File: src/rtl/tdm_demux16.sv
// Receive-side 16:1 TDM demultiplexer: rebuilds serial words into dout with a valid strobe.
// Optional even-parity slot 16 is compiled in with `define TDM_DEMUX_PARITY_EN.
module tdm_demux16 (
  input  logic        clk,
  input  logic        rst,
  input  logic        din,
  input  logic        sync,
  input  logic        en,
  output logic [15:0] dout,
  output logic        valid,
  output logic [4:0]  slot,
  output logic        sync_err,
  output logic        par_err,
  output logic        state_dbg
);

  typedef enum logic {IDLE = 1'b0, RUN = 1'b1} state_t;

  state_t      state, state_n;
  logic [15:0] shadow, shadow_n;
  logic [15:0] dout_n;
  logic [4:0]  slot_n;
  logic        valid_n, sync_err_n, par_err_n;

  // valid is a one-cycle strobe with no ready/backpressure: the consumer must
  // capture dout on the cycle valid is high; dout itself holds until the next frame.
  assign state_dbg = (state == RUN);

  always_comb begin
    state_n    = state;
    slot_n     = slot;
    shadow_n   = shadow;
    dout_n     = dout;
    valid_n    = 1'b0;
    sync_err_n = 1'b0;
    par_err_n  = 1'b0;
    if (en) begin
      case (state)
        IDLE: begin
          if (sync) begin
            shadow_n[0] = din;
            slot_n      = 5'd1;
            state_n     = RUN;
          end
        end
        RUN: begin
          if (sync) begin
            // sync anywhere but slot 0 abandons the partial frame and restarts on this bit
            if (slot != 5'd0) sync_err_n = 1'b1;
            shadow_n[0] = din;
            slot_n      = 5'd1;
          end else if (slot == 5'd0) begin
            sync_err_n = 1'b1;
            state_n    = IDLE;
          end else if (slot == 5'd15) begin
            shadow_n[15] = din;
`ifdef TDM_DEMUX_PARITY_EN
            slot_n       = 5'd16;
`else
            dout_n       = {din, shadow[14:0]};
            valid_n      = 1'b1;
            slot_n       = 5'd0;
`endif
          end
`ifdef TDM_DEMUX_PARITY_EN
          else if (slot == 5'd16) begin
            // even parity: the parity bit equals the XOR of the data bits
            if (din == ^shadow) begin
              dout_n  = shadow;
              valid_n = 1'b1;
            end else begin
              par_err_n = 1'b1;
            end
            slot_n = 5'd0;
          end
`endif
          else begin
            shadow_n[slot[3:0]] = din;
            slot_n              = slot + 5'd1;
          end
        end
        default: state_n = IDLE;
      endcase
    end
  end

  always_ff @(posedge clk) begin
    if (rst) begin
      state    <= IDLE;
      slot     <= 5'd0;
      shadow   <= 16'd0;
      dout     <= 16'd0;
      valid    <= 1'b0;
      sync_err <= 1'b0;
      par_err  <= 1'b0;
    end else begin
      state    <= state_n;
      slot     <= slot_n;
      shadow   <= shadow_n;
      dout     <= dout_n;
      valid    <= valid_n;
      sync_err <= sync_err_n;
      par_err  <= par_err_n;
    end
  end

endmodule

File: config.mk
export PLATFORM = sky130hd
export DESIGN_NAME = tdm_demux16
export DESIGN_NICKNAME = d
export VERILOG_FILES = /design/src/rtl/tdm_demux16.sv
export SDC_FILE = /design/constraint.sdc
export NUM_CORES = 1
export LEC_CHECK = 0
export CAP_MARGIN = 25
export CORE_UTILIZATION = 52
export CTS_CLUSTER_DIAMETER = 30
export DETAILED_ROUTE_END_ITERATION = 10
export GPL_TIMING_DRIVEN = 0
export PLACE_DENSITY_LB_ADDON = 0.3
export SLEW_MARGIN = 20
export SYNTH_ARGS = -nofsm -noshare
export SYNTH_HDL_FRONTEND = slang
export SYNTH_SLANG_ARGS = --single-unit
File: constraint.sdc
create_clock -name clk -period 2.35 [get_ports clk]
set_input_delay 0.47 -clock clk [delete_from_list [all_inputs] [get_ports clk]]
set_output_delay 0.47 -clock clk [all_outputs]
set_load 0.01 [all_outputs]
==> results.rst, run 1 <==
.. list-table::
   :header-rows: 1

   * - Metric
     - Value
   * - Synthesis-stage register bit count
     - 39
   * - Final design area excluding fillers
     - 2227 um2
   * - Max-slew violation total from the final report
     - 0
   * - Final total power
     - 1221 uW
   * - TritonCTS clock tree
     - done
   * - Number of setup buffers added after CTS
     - 0
   * - Routed wire length
     - about 3600 um
   * - Count of nets left with antenna violations after detail routing
     - 0
   * - Placer's final routability congestion estimate
     - 0.8592
   * - Largest net degree at the start of global routing
     - 13
   * - Total number of yosys warnings
     - 0
   * - Skew final
     - 8.115 ps
   * - Cell leakage power
     - 0.0009649 uW
   * - WP data arrival
     - 2510 ps
   * - Post-synthesis average cell area
     - 9.996 um2
   * - Sum of negative setup slack
     - 0 ps
   * - Kind of capture point of the worst setup path
     - flip-flop
   * - Min cycle time layout
     - 2219 ps
   * - Worst slack on hold paths
     - 478.4 ps
   * - Vias per Instance
     - around 5.3
   * - Buffers from clock root to sink, at most
     - 2
   * - Number of global-route vias before repair
     - 1,339
   * - Antenna diode count
     - 0
   * - Root buffer cell
     - clkbuf_4
   * - Worst Setup Path Type
     - flip-flop to flip-flop
   * - Unrepaired setup endpoints after global routing
     - no
   * - Worst voltage drop across the vdd grid
     - 0.4058 mV
   * - Final routed wire length divided by cell count
     - 13.83 um
   * - Crit Path Max Fanout
     - 10
   * - Sequential share of the synthesized area
     - a little over two fifths
   * - DIE WIDTH
     - 60.82 um
   * - Initial core utilization
     - 56.61%
   * - CP delay by family, top
     - simple AND/OR/NAND/NOR gates
   * - Post-place instance area
     - 2135 um2
   * - Maximum clock frequency
     - about 450 MHz
   * - Global-route congestion overflow total
     - 0
   * - Layout cell share with drive strength beyond 1
     - 8.796%
   * - Via count
     - 1,390
   * - Critical path's most frequent cell
     - buf_6
   * - Worst stage delay on the critical path
     - between 400 and 500 ps
   * - Buffers and inverters on the worst path
     - 3
   * - Post-DP HPWL
     - around 2600 um
   * - DRC violations left
     - 0
   * - Nets
     - between 200 and 250
   * - Period Utilization, post-route
     - 94.44%
   * - Sinks on Clock Net
     - 39
   * - Die height
     - 60.82 um
   * - Post-synthesis cell count
     - 180
   * - FILL cells
     - 275
   * - Starting DRT DRC Count
     - 29
   * - Count of final setup violators
     - 0
   * - Number of distinct library cells after synthesis
     - 36
   * - PortBufs
     - 28
   * - Chain of cells forming the critical path
     - inv_1, ha_2, or4b_4, buf_6, ha_1, nand3_2, buf_6, mux2i_1
   * - Utilization of the core after routing
     - a little over two thirds
   * - Total power density per cell area
     - around 550 nW/um2
   * - Core Area
     - 3178 um2
   * - Post-Syn Nets
     - 191
   * - Number of levels in the clock H-tree
     - 2
   * - Number of buffers inserted during clock tree synthesis
     - 5
   * - Outcome
     - finished clean
   * - Final-report hold violation count
     - 0
   * - DR pass1 iterations
     - 4
   * - First-pass GRT wire length
     - approximately 6100 um
   * - Number of placement rows
     - 20
   * - Worst Setup Start Kind
     - flip-flop
   * - Number of antenna violations at the first check in global routing
     - 0
   * - Overall track demand over capacity in global routing
     - between 20% and 30%
   * - Total of max-cap violations
     - 0
   * - Clock transition at path regs
     - ~110 ps
   * - Hold crit path type
     - flip-flop to flip-flop
   * - Required time at the endpoint of the critical path
     - around 2600 ps
   * - Clk Latency, worst-skew pair
     - 360 ps
   * - Slowest cell on the critical path
     - or4b_4
   * - Synthesized area
     - 1799 um2
   * - Layout-stage area growth over the synthesis result
     - 23.78%
   * - Total Die Area
     - 3699 um2
   * - I/O pins
     - 30
==> path summary, 6_finish.rpt <==
check             slack (ps)                    end  cells after the start                  start
hold / removal           480  dout[13]$_SDFFE_PP0P_                      2  dout[13]$_SDFFE_PP0P_
setup / recovery         130   dout[7]$_SDFFE_PP0P_                      8   slot[0]$_SDFFE_PP0P_
setup reg to reg         130   dout[7]$_SDFFE_PP0P_                      8   slot[0]$_SDFFE_PP0P_
hold reg to reg          480  dout[13]$_SDFFE_PP0P_                      2  dout[13]$_SDFFE_PP0P_
==> flip-flops by register name, indices dropped and copies added (netlist names) <==
signal     flops
slot           5
shadow        15
valid          1
state_dbg      1
sync_err       1
dout          16
==> metal layers <==
metal | routed length, um | global-route usage (%)
met4 | 81 | 11.69
met5 | 0 | 0
met2 | 1708 | 37.99
met1 | 1677 | 27.99
met3 | 129 | 5.544
==> area by class of cell <==
class | count | area [um2] | share of cell area [%]
tap | 44 | 55.05 | 2.472
buffer | 13 | 76.32 | 3.427
timing repair buffer | 28 | 280.3 | 12.58
clock inverter | 2 | 35.03 | 1.573
sequential | 39 | 780.7 | 35.06
multi-input combinational | 123 | 927.1 | 41.63
inverter | 5 | 21.27 | 0.9551
clock buffer | 6 | 51.30 | 2.303
==> Yosys cell counts <==
| library cell | number | area (um2) |
|---|---|---|
| dfxtp_1 | 39 | 780.8 |
| nand2b_1 | 34 | 212.7 |
| mux2i_1 | 31 | 310.3 |
| nand3_1 | 9 | 45.04 |
| clkbuf_1 | 8 | 30.03 |
| nand4_1 | 7 | 43.79 |
| ha_1 | 6 | 75.07 |
| inv_1 | 4 | 15.01 |
| nor2_1 | 4 | 15.01 |
| o21ai_0 | 4 | 20.02 |
| a21oi_1 | 3 | 15.01 |
| and2_1 | 3 | 18.77 |
| a211oi_1 | 2 | 15.01 |
| buf_4 | 2 | 15.01 |
| buf_6 | 2 | 22.52 |
| nand2_1 | 2 | 7.510 |
| a21boi_1 | 1 | 7.510 |
| a311oi_1 | 1 | 8.760 |
| a31o_2 | 1 | 8.760 |
| a41oi_1 | 1 | 8.760 |
| and2b_1 | 1 | 7.510 |
| and3_1 | 1 | 6.260 |
| and3b_1 | 1 | 8.760 |
| and4b_1 | 1 | 10.01 |
| buf_2 | 1 | 5.000 |
| conb_1 | 1 | 3.750 |
| inv_4 | 1 | 6.260 |
| nand3_2 | 1 | 10.01 |
| nand4b_1 | 1 | 8.760 |
| nor2b_1 | 1 | 6.260 |
| nor3_1 | 1 | 5.000 |
| nor3b_1 | 1 | 7.510 |
| o211ai_1 | 1 | 7.510 |
| or4_1 | 1 | 7.510 |
| or4b_2 | 1 | 10.01 |
| or4b_4 | 1 | 13.76 |
==> cells in the final DEF, fill, tap and decap left out, types with 5 or more instances in the layout <==
cell,instances
dfxtp_1,39
nand2b_1,34
mux2i_1,31
clkdlybuf4s50_1,28
nand3_1,9
clkbuf_1,8
nand4_1,7
ha_1,5
clkbuf_4,5
==> per-stage QoR <==
| step | worst slack, ps | std cells |
|---|---|---|
| after floorplan | 303.9 | 180 |
| after global placement | 144.8 | 252 |
| after detailed placement | 71.40 | 252 |
| after CTS | 47.10 | 260 |
| after global routing | 38.40 | 260 |
| final | 130.6 | 260 |
==> what timing repair did <==
action	CTS	global route
hold buffers	0	0
setup endpoints to repair	0	10
hold endpoints to repair	0	0
resized for setup	0	2
==> cells by family (layout without fill, tap and decap cells) <==
logic type | count (synthesis) | count (layout) | share of synthesized area (%)
adders and majority gates | 6 | 6 | 4.172
buffers and inverters | 18 | 54 | 5.215
and+or+nand+nor | 71 | 71 | 24.69
AOI/OAI and AO/OA | 14 | 14 | 5.077
DFF | 39 | 39 | 43.39
muxes | 31 | 31 | 17.25
other | 1 | 1 | 0.2084
==> tightest hold or removal path, stage by stage (launching register included) <==
cell      delay [ps]
dfxtp_1          330
nand2b_1          60
mux2i_1           50
==> power breakdown <==
| part | internal [uW] | switching [uW] | total [uW] |
|---|---|---|---|
| clock network | 251 | 218 | 469 |
| registers | 665 | 5.12 | 670 |
| logic | 39.8 | 42.6 | 82.3 |
| total | 956 | 266 | 1220 |
Power figures use the tool's default switching activity.
==> run 2, diff against run 1 <==
--- a/config.mk
+++ b/config.mk
@@ -6,11 +6,12 @@
 export NUM_CORES = 1
 export LEC_CHECK = 0
 export CAP_MARGIN = 25
-export CORE_UTILIZATION = 52
+export CORE_UTILIZATION = 50
 export CTS_CLUSTER_DIAMETER = 30
 export DETAILED_ROUTE_END_ITERATION = 10
 export GPL_TIMING_DRIVEN = 0
 export PLACE_DENSITY_LB_ADDON = 0.3
+export RECOVER_POWER = 25
 export SLEW_MARGIN = 20
 export SYNTH_ARGS = -nofsm -noshare
 export SYNTH_HDL_FRONTEND = slang
==> run 2 against run 1 <==
  * Combinational power fell by 0.7%
  * Sequential cell count stayed put
  * Clock skew barely moved
  * Critical path depth unchanged
  * Total power is 11% lower
  * Clock power down 29%
  * Highest routed layer unchanged
  * Utilization fell by 5.3 points
  * Hold slack improved by 3.7 ps
  * Sequential power about the same
  * Critical path type unchanged
  * Critical endpoint is now dout[11]$_SDFFE_PP0P_
  * Die area is 3.9% higher
  * First-iteration DRC count increased by 21%
  * Register-to-register slack got worse by 20 ps
==> results.rst, run 2 (synthesized netlist as in run 1, its figures left out) <==
.. list-table::
   :header-rows: 1

   * - Metric
     - Value
   * - Outcome
     - finished clean
   * - Final critical-path setup slack
     - 115.3 ps
   * - Clock network fraction of total power
     - 30.7%
   * - Required time at the endpoint of the critical path
     - 2620 ps
   * - Placed Cells
     - ~250
   * - Slowest cell on the critical path
     - or4b_4
   * - Internal power
     - 819.3 uW
   * - Chain of cells forming the critical path
     - inv_1, ha_2, or4b_4, buf_6, ha_1, nand3_2, buf_6, mux2i_1
   * - TritonCTS clock tree
     - done
   * - Count of final setup violators
     - 0
   * - FILL cells
     - 287
   * - Clk Latency, worst-skew pair
     - roughly 340 ps
   * - Starting DRT DRC Count
     - 35
   * - Count of nets left with antenna violations after detail routing
     - 0
   * - DRC violations left
     - 0
   * - Total of max-cap violations
     - 0
   * - Post-DP HPWL
     - 2550 um
   * - Number of buffers inserted during clock tree synthesis
     - 5
   * - Final-report hold violation count
     - 0
   * - Number of global-route vias before repair
     - 1,349
   * - Sum of negative setup slack
     - 0 ps
   * - Final routed wire length divided by cell count
     - 13.57 um
   * - Share of total power in combinational logic
     - around 7.5%
   * - Global-route congestion overflow total
     - 0
   * - PortBufs
     - 28
   * - Most common cell after layout, fill and taps aside
     - dfxtp_1
   * - Nets
     - about 230
   * - Quantity of hold-fixing buffers added after cts
     - 0
   * - Total power density per cell area
     - 493.9 nW/um2
   * - Critical path's most frequent cell
     - buf_6
   * - Core Area
     - about 3400 um2
   * - Kind of capture point of the worst setup path
     - flip-flop
   * - Vias per Instance
     - 5.248
   * - Buffers from clock root to sink, at most
     - 2
   * - Number of standard cells in the final layout excluding fillers
     - 262
   * - Largest net degree at the start of global routing
     - 13
   * - Routed wire length
     - 3555 um
   * - Number of antenna violations at the first check in global routing
     - 0
   * - Pre-CTS worst setup slack
     - approximately 65 ps
   * - Maximum clock frequency
     - around 450 MHz
   * - Skew final
     - 8.058 ps
   * - Worst Setup Path Type
     - flip-flop to flip-flop
   * - DIE WIDTH
     - 61.99 um
   * - Min cycle time layout
     - 2235 ps
   * - Largest registers
     - dout (16), shadow (15), slot (5)
   * - Via count
     - 1,375
   * - DR pass1 iterations
     - 4
   * - Clock transition at path regs
     - 110 ps
   * - Layout cell share with drive strength beyond 1
     - 8.333%
   * - Die height
     - 61.99 um
   * - Worst stage delay on the critical path
     - 470 ps
   * - Number of flip-flops in the largest register
     - 16
   * - Overall track demand over capacity in global routing
     - a little over a fifth
   * - Final total power
     - 1085 uW
   * - Number of setup buffers added after CTS
     - 0
   * - Sinks on Clock Net
     - 39
   * - Root buffer cell
     - clkbuf_4
   * - Number of gates resized after cts
     - 0
   * - Switching portion of total power
     - 24.50%
   * - Utilization of the core after routing
     - 64.82%
   * - Unrepaired setup endpoints after global routing
     - no
   * - Placer's final routability congestion estimate
     - approximately 0.84
   * - Max-slew violation total from the final report
     - 0
   * - Cell leakage power
     - 0.0009812 uW
   * - WP data arrival
     - 2510 ps
   * - Layout-stage area growth over the synthesis result
     - 22.11%
   * - Hold Path Depth
     - 2
   * - I/O pins
     - 30
   * - Flop pwr share
     - about three fifths
   * - First-pass GRT wire length
     - 5858 um
   * - Largest register by flop count
     - dout
   * - Total Die Area
     - 3842 um2
   * - Number of placement rows
     - 21
   * - Crit Path Max Fanout
     - 10
   * - Antenna diode count
     - 0
   * - Hold crit path type
     - flip-flop to flip-flop
   * - Switching power of the nets
     - around 270 uW
   * - Worst r2r path cells
     - 8
   * - Most frequent cells in the layout
     - dfxtp_1, nand2b_1, mux2i_1
   * - Initial core utilization
     - between 50 and 60%
   * - Worst voltage drop across the vdd grid
     - 0.4153 mV
   * - Register-to-Register Setup Slack
     - approximately 120 ps
   * - Worst Setup Start Kind
     - flip-flop
   * - Period Utilization, post-route
     - 95.09%
   * - Number of levels in the clock H-tree
     - 2
run 2: through the flow:
step	instance area [um2]	hold slack (ps)
after floorplan	1799	458.1
after global placement	2137	460.8
after detailed placement	2137	462.8
after CTS	2191	488.1
after global routing	2197	511.8
final	2197	482.2
run 2: critical path, delay by kind of cell (launching register included):
| family | cells | cell delay [ps] |
|---|---|---|
| and+or+nand+nor | 2 | 640 |
| buffers and inverters | 3 | 490 |
| adders and majority gates | 2 | 440 |
| DFF | 1 | 400 |
| muxes | 1 | 200 |
run 2: path summary, 6_finish.rpt:
kind                         startpoint                     to
setup / recovery   slot[0]$_SDFFE_PP0P_  dout[11]$_SDFFE_PP0P_
setup reg to reg   slot[0]$_SDFFE_PP0P_  dout[11]$_SDFFE_PP0P_
hold reg to reg   dout[12]$_SDFFE_PP0P_  dout[12]$_SDFFE_PP0P_
hold / removal    dout[12]$_SDFFE_PP0P_  dout[12]$_SDFFE_PP0P_
run 2: area by class of cell:
class	count	area [um2]	share of cell area (%)
Timing Repair Buffer	28	280.3	12.76
Clock inverter	2	12.51	0.5695
Tap cell	46	57.56	2.620
Inverter	5	21.27	0.9681
Buffer	13	76.32	3.474
Sequential cell	39	780.7	35.54
Multi-Input combinational cell	123	927.1	42.20
Clock buffer	6	41.29	1.879
run 2: power by group through the flow:
| stage | Clock, uW | Sequential [uW] | Combinational (uW) |
|---|---|---|---|
| global route | 385 | 671 | 88.8 |
| floorplan | 0 | 685 | 51.8 |
| detailed placement | 0 | 685 | 82.0 |
| CTS | 347 | 670 | 82.4 |
| global placement | 0 | 684 | 79.2 |
| finish | 334 | 670 | 81.7 |
run 2: metal layers:
| layer | part of all wire, % | track usage (%) | vias up |
|---|---|---|---|
| met1 | 46 | 26.12 | 652 |
| met4 | 0.45 | 7.302 | 0 |
| met3 | 4.8 | 7.246 | 2 |
| met2 | 49 | 34.04 | 31 |
| li1 | - | - | 690 |
| met5 | 0 | 0 | - |
